`src/rtl/prefix_group_gp_stage.sv`:
```
// Per-group generate/propagate and carry-select sums for the prefix adder tree.
// One-cycle latency; 2-entry skid buffer, in_ready drops only when both entries hold beats.
module prefix_group_gp_stage #(
  parameter int WIDTH    = 256,
  parameter int GROUP    = 8,
  parameter int TREESIZE = WIDTH / GROUP
) (
  input  logic                  clk,
  input  logic                  reset,
  input  logic                  in_valid,
  output logic                  in_ready,
  input  logic [WIDTH-1:0]      a,
  input  logic [WIDTH-1:0]      b,
  input  logic                  cin,
  input  logic                  sub,
  output logic                  out_valid,
  input  logic                  out_ready,
  output logic [TREESIZE*2-1:0] q,
  output logic [WIDTH-1:0]      sum0,
  output logic [WIDTH-1:0]      sum1,
  output logic                  cin_eff
);

  typedef struct packed {
    logic [TREESIZE*2-1:0] q;
    logic [WIDTH-1:0]      sum0;
    logic [WIDTH-1:0]      sum1;
    logic                  cin_eff;
  } beat_t;

  logic [WIDTH-1:0]      b_eff;
  logic                  cin_x;
  logic [TREESIZE*2-1:0] q_new;
  logic [WIDTH-1:0]      sum0_new;
  logic [WIDTH-1:0]      sum1_new;
  beat_t                 beat_new;

  assign b_eff = sub ? ~b : b;
  assign cin_x = cin ^ sub;

  genvar k;
  generate
    for (k = 0; k < TREESIZE; k++) begin : g_grp
      logic [GROUP:0] s0;
      logic [GROUP:0] s1;

      assign s0 = {1'b0, a[k*GROUP +: GROUP]} + {1'b0, b_eff[k*GROUP +: GROUP]};
      assign s1 = s0 + {{GROUP{1'b0}}, 1'b1};

      if (k == 0) begin : g_lsb
        // The real carry-in is known here, so group 0 resolves fully and never propagates.
        logic [GROUP:0] sel;
        assign sel                         = cin_x ? s1 : s0;
        assign sum0_new[GROUP-1:0]         = sel[GROUP-1:0];
        assign sum1_new[GROUP-1:0]         = sel[GROUP-1:0];
        assign q_new[1:0]                  = {sel[GROUP], 1'b0};
      end else begin : g_upper
        assign sum0_new[k*GROUP +: GROUP]  = s0[GROUP-1:0];
        assign sum1_new[k*GROUP +: GROUP]  = s1[GROUP-1:0];
        assign q_new[2*k +: 2]             = {s0[GROUP], s1[GROUP] & ~s0[GROUP]};
      end
    end
  endgenerate

  assign beat_new = '{q: q_new, sum0: sum0_new, sum1: sum1_new, cin_eff: cin_x};

  beat_t main_dat;
  beat_t skid_dat;
  logic  main_vld;
  logic  skid_vld;
  logic  in_xfer;

  assign in_ready = ~skid_vld;
  assign in_xfer  = in_valid & ~skid_vld;

  always_ff @(posedge clk or posedge reset) begin
    if (reset) begin
      main_vld <= 1'b0;
      skid_vld <= 1'b0;
      main_dat <= '0;
      skid_dat <= '0;
    end else if (!main_vld || out_ready) begin
      // Main is free this cycle: the older skid beat has priority over a new one.
      if (skid_vld) begin
        main_dat <= skid_dat;
        main_vld <= 1'b1;
        skid_vld <= 1'b0;
      end else begin
        main_vld <= in_xfer;
        if (in_xfer) main_dat <= beat_new;
      end
    end else if (in_xfer) begin
      skid_dat <= beat_new;
      skid_vld <= 1'b1;
    end
  end

  assign out_valid = main_vld;
  assign q         = main_dat.q;
  assign sum0      = main_dat.sum0;
  assign sum1      = main_dat.sum1;
  assign cin_eff   = main_dat.cin_eff;

endmodule
```
`config.mk`:
```
export PLATFORM = sky130hd
export DESIGN_NAME = prefix_group_gp_stage
export DESIGN_NICKNAME = d
export VERILOG_FILES = /design/src/rtl/prefix_group_gp_stage.sv
export SDC_FILE = /design/constraint.sdc
export NUM_CORES = 2
export LEC_CHECK = 0
export BUFFER_PORTS_ARGS = -buffer_cell sky130_fd_sc_hd__buf_2
export CAP_MARGIN = 15
export CELL_PAD_IN_SITES_DETAIL_PLACEMENT = 1
export CELL_PAD_IN_SITES_GLOBAL_PLACEMENT = 1
export CORE_MARGIN = 2
export CORE_UTILIZATION = 30
export CTS_BUF_LIST = sky130_fd_sc_hd__clkbuf_8
export DETAILED_ROUTE_END_ITERATION = 12
export HOLD_SLACK_MARGIN = 0.08
export PLACE_DENSITY = 0.59
export SYNTH_ARGS = -nofsm -noshare
export SYNTH_HDL_FRONTEND = slang
export SYNTH_SLANG_ARGS = --single-unit
```
`constraint.sdc`:
```
create_clock -name clk -period 116 [get_ports clk]
set_input_delay 29 -clock clk [delete_from_list [all_inputs] [get_ports clk]]
set_output_delay 29 -clock clk [all_outputs]
set_load 0.01 [all_outputs]
```
# After elaboration in Yosys (flattened, before gate mapping)
# Index checks and enable logic that the tools add are counted.
word_totals:
  elab_cells: 154
  ff_bits: 1155
  out_inout_bits: 579
op_classes:
  n_mux: 7
  n_addsub: 64
  n_reduce_logical: 6
  bitwise: 67
ops:
  columns: ["operator", "count"]
  rows:
  - ["2-to-1 mux 577 bit", 2]
  - ["adder 8 x 8 -> 9 bit", 32]
  - ["adder 9 x 1 -> 9 bit (second input constant)", 32]
  - ["2-to-1 mux 256 bit", 1]
  - ["NOT 256 bit", 1]
  - ["NOT 1 bit", 33]
  - ["AND 1 bit", 32]
  - ["2-to-1 mux 9 bit", 1]
  - ["AND reduction 2 bit", 2]
  - ["nonzero test 2 bit", 2]
  - ["2-to-1 mux 1 bit", 3]
  - ["zero test 1 bit", 1]
  - ["logical OR 1 bit", 1]
  - ["XOR 1 bit", 1]

# Logic depth before layout (Yosys ltp)
depth:
  depth_word: 7
  depth_mapped: 15
  ltp_nobuf: 12

# Least setup slack after synthesis
# No wires, ideal clock.
synth_timing:
  kind: "input to register"
  startpoint: "in sub"
  endpoint: "reg main_dat, in the netlist sum1[150]"
  arrival_time_ns: 32.161
  setup_slack_ns: 83.714
  n_path_buf: 3
  cell_stages: 13
  required_ns: 115.875
  path_cell_list: "buf_2 -> clkbuf_1 -> buf_1 -> xor2_1 -> ha_1 -> fa_1 -> a21oi_1 -> o21ai_1 -> nor4_2 -> or3b_1 -> xor2_1 -> a21oi_1 -> mux2_2"
synth_between:
  elab_chain_cells: 5
synth_lines:
  columns: ["element", "line", "rtl"]
  rows:
  - ["from (decl)", "15", "input logic sub,"]
  - ["2-to-1 mux 256 bit", "38", "assign b_eff = sub ? ~b : b;"]
  - ["adder 8 x 8 -> 9 bit", "47", "assign s0 = {1'b0, a[k*GROUP +: GROUP]} + {1'b0, b_eff[k*GROUP +: GROUP]};"]
  - ["adder 9 x 1 -> 9 bit", "48", "assign s1 = s0 + {{GROUP{1'b0}}, 1'b1};"]
  - ["2-to-1 mux 577 bit", "90", "if (in_xfer) main_dat <= beat_new;"]
  - ["2-to-1 mux 577 bit", "84", "if (skid_vld) begin"]
  - ["to (signal assigned)", "85", "main_dat <= skid_dat;"]
  - ["to (signal assigned)", "90", null]
  - ["to (decl)", "67", "beat_t main_dat;"]
# Every way passes these cells. The select of a mux whose other input is x is not followed.
# A chain may end at the register's enable or synchronous reset.

# Final worst setup path
layout_timing:
  startpoint: "in sub"
  endpoint: "reg skid_dat[88] (netlist name)"
layout_between:
  elab_chain_cells: 3
layout_lines:
  columns: ["element", "line", "rtl"]
  rows:
  - ["2-to-1 mux 256 bit", "38", null]
  - ["adder 8 x 8 -> 9 bit", "47", null]
  - ["adder 9 x 1 -> 9 bit", "48", null]
  - ["to (signal assigned)", "93", "skid_dat <= beat_new;"]
  - ["to (decl)", "68", "beat_t skid_dat;"]
# Every way passes these cells.

==> flow_summary.toml <==
[setup_path]
end_kind = "register"
crit_type = "in -> reg"
startpoint_type = "primary input"
critical_path.cell_chain = "buf_8 -> buf_4 -> buf_4 -> buf_4 -> xor2_1 -> ha_1 -> inv_1 -> fa_1 -> nor2b_1 -> o211ai_1 -> and3_1 -> o311ai_0 -> nor2_1 -> xor2_1 -> o21ai_0"
cp.required_ns = 116.90
critical_path.most_common_cell = "buf_4"
cp.arrival_ns = 34.24
slowest_stage = "buf_4"
path_max_fanout = 67
max_stage_delay_ns = 0.73

[clock_network]
cts_tree = "built"
htreeDepth = 4
clock_latency_ns = 0.99
clkTransAtPathRegs_ns = 0.06
cts.sinks = 1138
cts_buffers = 215
clockRootBuffer = "clkbuf_8"
ctsResizeCount = 0
post_cts_buffers = 0
cts_buffer_depth = 3
cts_hold_buffers = 0

[route]
num_vias = 55443
routed_wl_um = 255000
drc = 0
drt_iter0_drc = 2946
detail_route.first_pass.iterations = 5
wire_per_inst_um = 23.1
detail-route-antenna-nets = 0
viasPerCell = 5.02

[sta]
tightest_slew_ns = 1.12
rsz0062_at_grt = "no"
drv_slew = 0
max_freq_mhz = 30.0
slew_headroom_pct = 25.6
fin_setup_tns_ns = 0
hold_violations = 0
finalWorstSetupSlack_ns = 82.65
finClkSkew_ns = 0.0554
period_needed_ns = 33.35
setup_violations = 0
period_share_pct = 28.7

[yosys]
netlist-cell-type-count = 92
synth_area_per_cell_um2 = 8.87
synth_seq_area_share_pct = 45.2
syn-num-nets = 7960
ys.flop_type = "dfrtp_1"
ys_ff_latch = 1138
async_flop_share_pct = 100
synth-edff-count = 0
yosysWarnings = 0
synthCells = 7103
syn_area_mm2 = 0.0630

[outcome]
status = "finished, final reports clean"

[flow_run]
cap_violations = 0

[placement]
place_ws_ns = 81.58
gp_congestion = 0.913
placed_area_mm2 = 0.0711
portBuffers = 1095
dpl.hpwl_um = 186000

[die]
die_x_um = 462
core_area_mm2 = 0.209
start_util_pct = 30.1
ios = 1097
rows = 168
dieArea_mm2 = 0.214
die_height_um = 462

[finish]
final_core_util_pct = 36.1
final_layout_size_suffix_gt1_share_pct = 19.1
nNetsFinal = 8932
design_area_mm2 = 0.0756
areaGrowthSynthToFinish_pct = 19.9

[hold_path]
min_path_type = "reg -> reg"

[global_route]
grt_pass1_vias = 58399
grt_max_degree = 217
grt.total_usage_pct = 23.4
antenna_found_initial = 36
overflow = 0
grt_pass1_wl_um = 384000

[pwr]
pwr_density_cell_mw_per_mm2 = 20.4
peakVddDrop_uv = 10.5
design_power_total_mw = 1.54
p_leak_nw = 36.9
-- layout make-up --
cell class | count | area [um^2]
Multi-Input combinational cell | 5388 | 32300
Antenna cell | 11 | 27.5
Clock inverter | 102 | 699
Tap cell | 2805 | 3510
Clock buffer | 275 | 3780
Timing Repair Buffer | 1152 | 6040
Fill cell | 24687 | 134000
Inverter | 180 | 691
Sequential cell | 1138 | 28500
-- cells in the mapped netlist (14+ instances only) --
library cell	number	share of area, %
mux2i_1	111	1.8
nand3b_1	17	0.20
a21o_1	56	0.67
a21oi_1	384	3.0
dfrtp_1	1138	45
o21a_1	85	1.0
nand2b_1	46	0.46
mux2_2	47	0.84
xnor2_1	185	2.6
nor2b_1	48	0.48
a31oi_1	110	1.1
o21bai_1	14	0.17
ha_1	307	6.1
fa_1	32	1.0
nand3_1	134	1.1
o21ai_1	17	0.14
o211ai_1	18	0.21
nor3_1	47	0.37
and2_1	19	0.19
inv_1	180	1.1
buf_2	38	0.30
o31a_1	20	0.28
nand2_1	1480	8.8
nor2_1	468	2.8
buf_1	47	0.28
clkbuf_1	303	1.8
a211oi_1	45	0.54
nor3b_1	26	0.31
or3_1	23	0.23
nand4_1	22	0.22
and3_1	134	1.3
o21ai_0	920	7.3
xor2_1	385	5.4
-- kinds of logic after synthesis --
family                     count (synthesis)  synth area share [%]
AOI/OAI and AO/OA                       1778                  16.1
xor gates and xnor gates                 571                  7.95
adders and majority gates                339                  7.11
buffers and inverters                    577                  3.57
DFF                                     1138                  45.2
muxes                                    158                  2.60
other                                      1               0.00595
and+or+nand+nor                         2541                  17.5
-- registers in the layout (all words and copies together), names as in the netlist --
| signal | count |
|---|---|
| sum1 | 248 |
| skid_vld | 1 |
| skid_dat | 568 |
| q | 63 |
| sum0 | 256 |
| cin_eff | 1 |
| out_valid | 1 |
-- layer usage --
layer / routed length (um) / track usage (%) / up-vias
met3: 15100 / 5.60 / 334
met4: 10100 / 8.97 / 18
met2: 121000 / 39.2 / 1271
met1: 109000 / 29.1 / 27683
met5: 120 / 0 / -
li1: - / - / 26137
-- worst max-delay path, delay by kind of cell --
family	cells	cell delay, ns
simple gates	3	0.59
buf+inv	5	2.51
xor+xnor	2	0.42
fa+ha+maj	2	0.61
compound gates	3	0.98
-- worst paths after layout --
path	end	slack, ns	start	cells after the start
worst min-delay path	q[47]$_DFFE_PP0P_	0.46	q[47]$_DFFE_PP0P_	2
worst min register to register	q[47]$_DFFE_PP0P_	0.46	q[47]$_DFFE_PP0P_	2
worst max-delay path	skid_dat[88]$_DFFE_PP0P_	82.65	sub	15
max in group asynchronous	sum0[104]$_DFFE_PP0P_	83.25	reset	7
worst max register to register	sum1[220]$_DFFE_PP0P_	110.69	skid_vld$_DFFE_PP0P_	9
min in group asynchronous	sum0[34]$_DFFE_PP0P_	28.08	reset	2
-- through the flow --
step / instances / hold WS [ns]
finish: 11051 / 0.460
global route: 11046 / 0.491
CTS: 11040 / 0.469
detailed placement: 10663 / 0.457
global placement: 10663 / 0.452
floorplan: 7103 / 0.435
-- power breakdown --
group,leakage (nW),internal [mW],total (mW),switching [mW]
registers,14.0,0.520,0.610,0.0899
clock network,2.54,0.225,0.415,0.191
logic,20.4,0.188,0.513,0.325
-- layout by cell type, fill, tap and decap left out, types with 20 or more instances in the layout --
cell type / count
nand2b_1: 45
a211oi_1: 45
a21o_1: 56
inv_1: 237
buf_2: 1094
nor3b_1: 25
nand4_1: 22
ha_1: 307
xnor2_1: 185
mux2_2: 47
buf_4: 47
o31a_1: 20
and3_1: 134
clkbuf_8: 275
nand2_1: 1479
nor2b_1: 47
or3_1: 23
clkinv_2: 22
nand3_1: 134
a21oi_1: 384
dfrtp_1: 1137
o21a_1: 85
fa_1: 32
o21ai_0: 920
a31oi_1: 110
mux2i_1: 111
xor2_1: 385
nor2_1: 467
nor3_1: 47
Note: power is estimated with default switching activity, not from simulation.
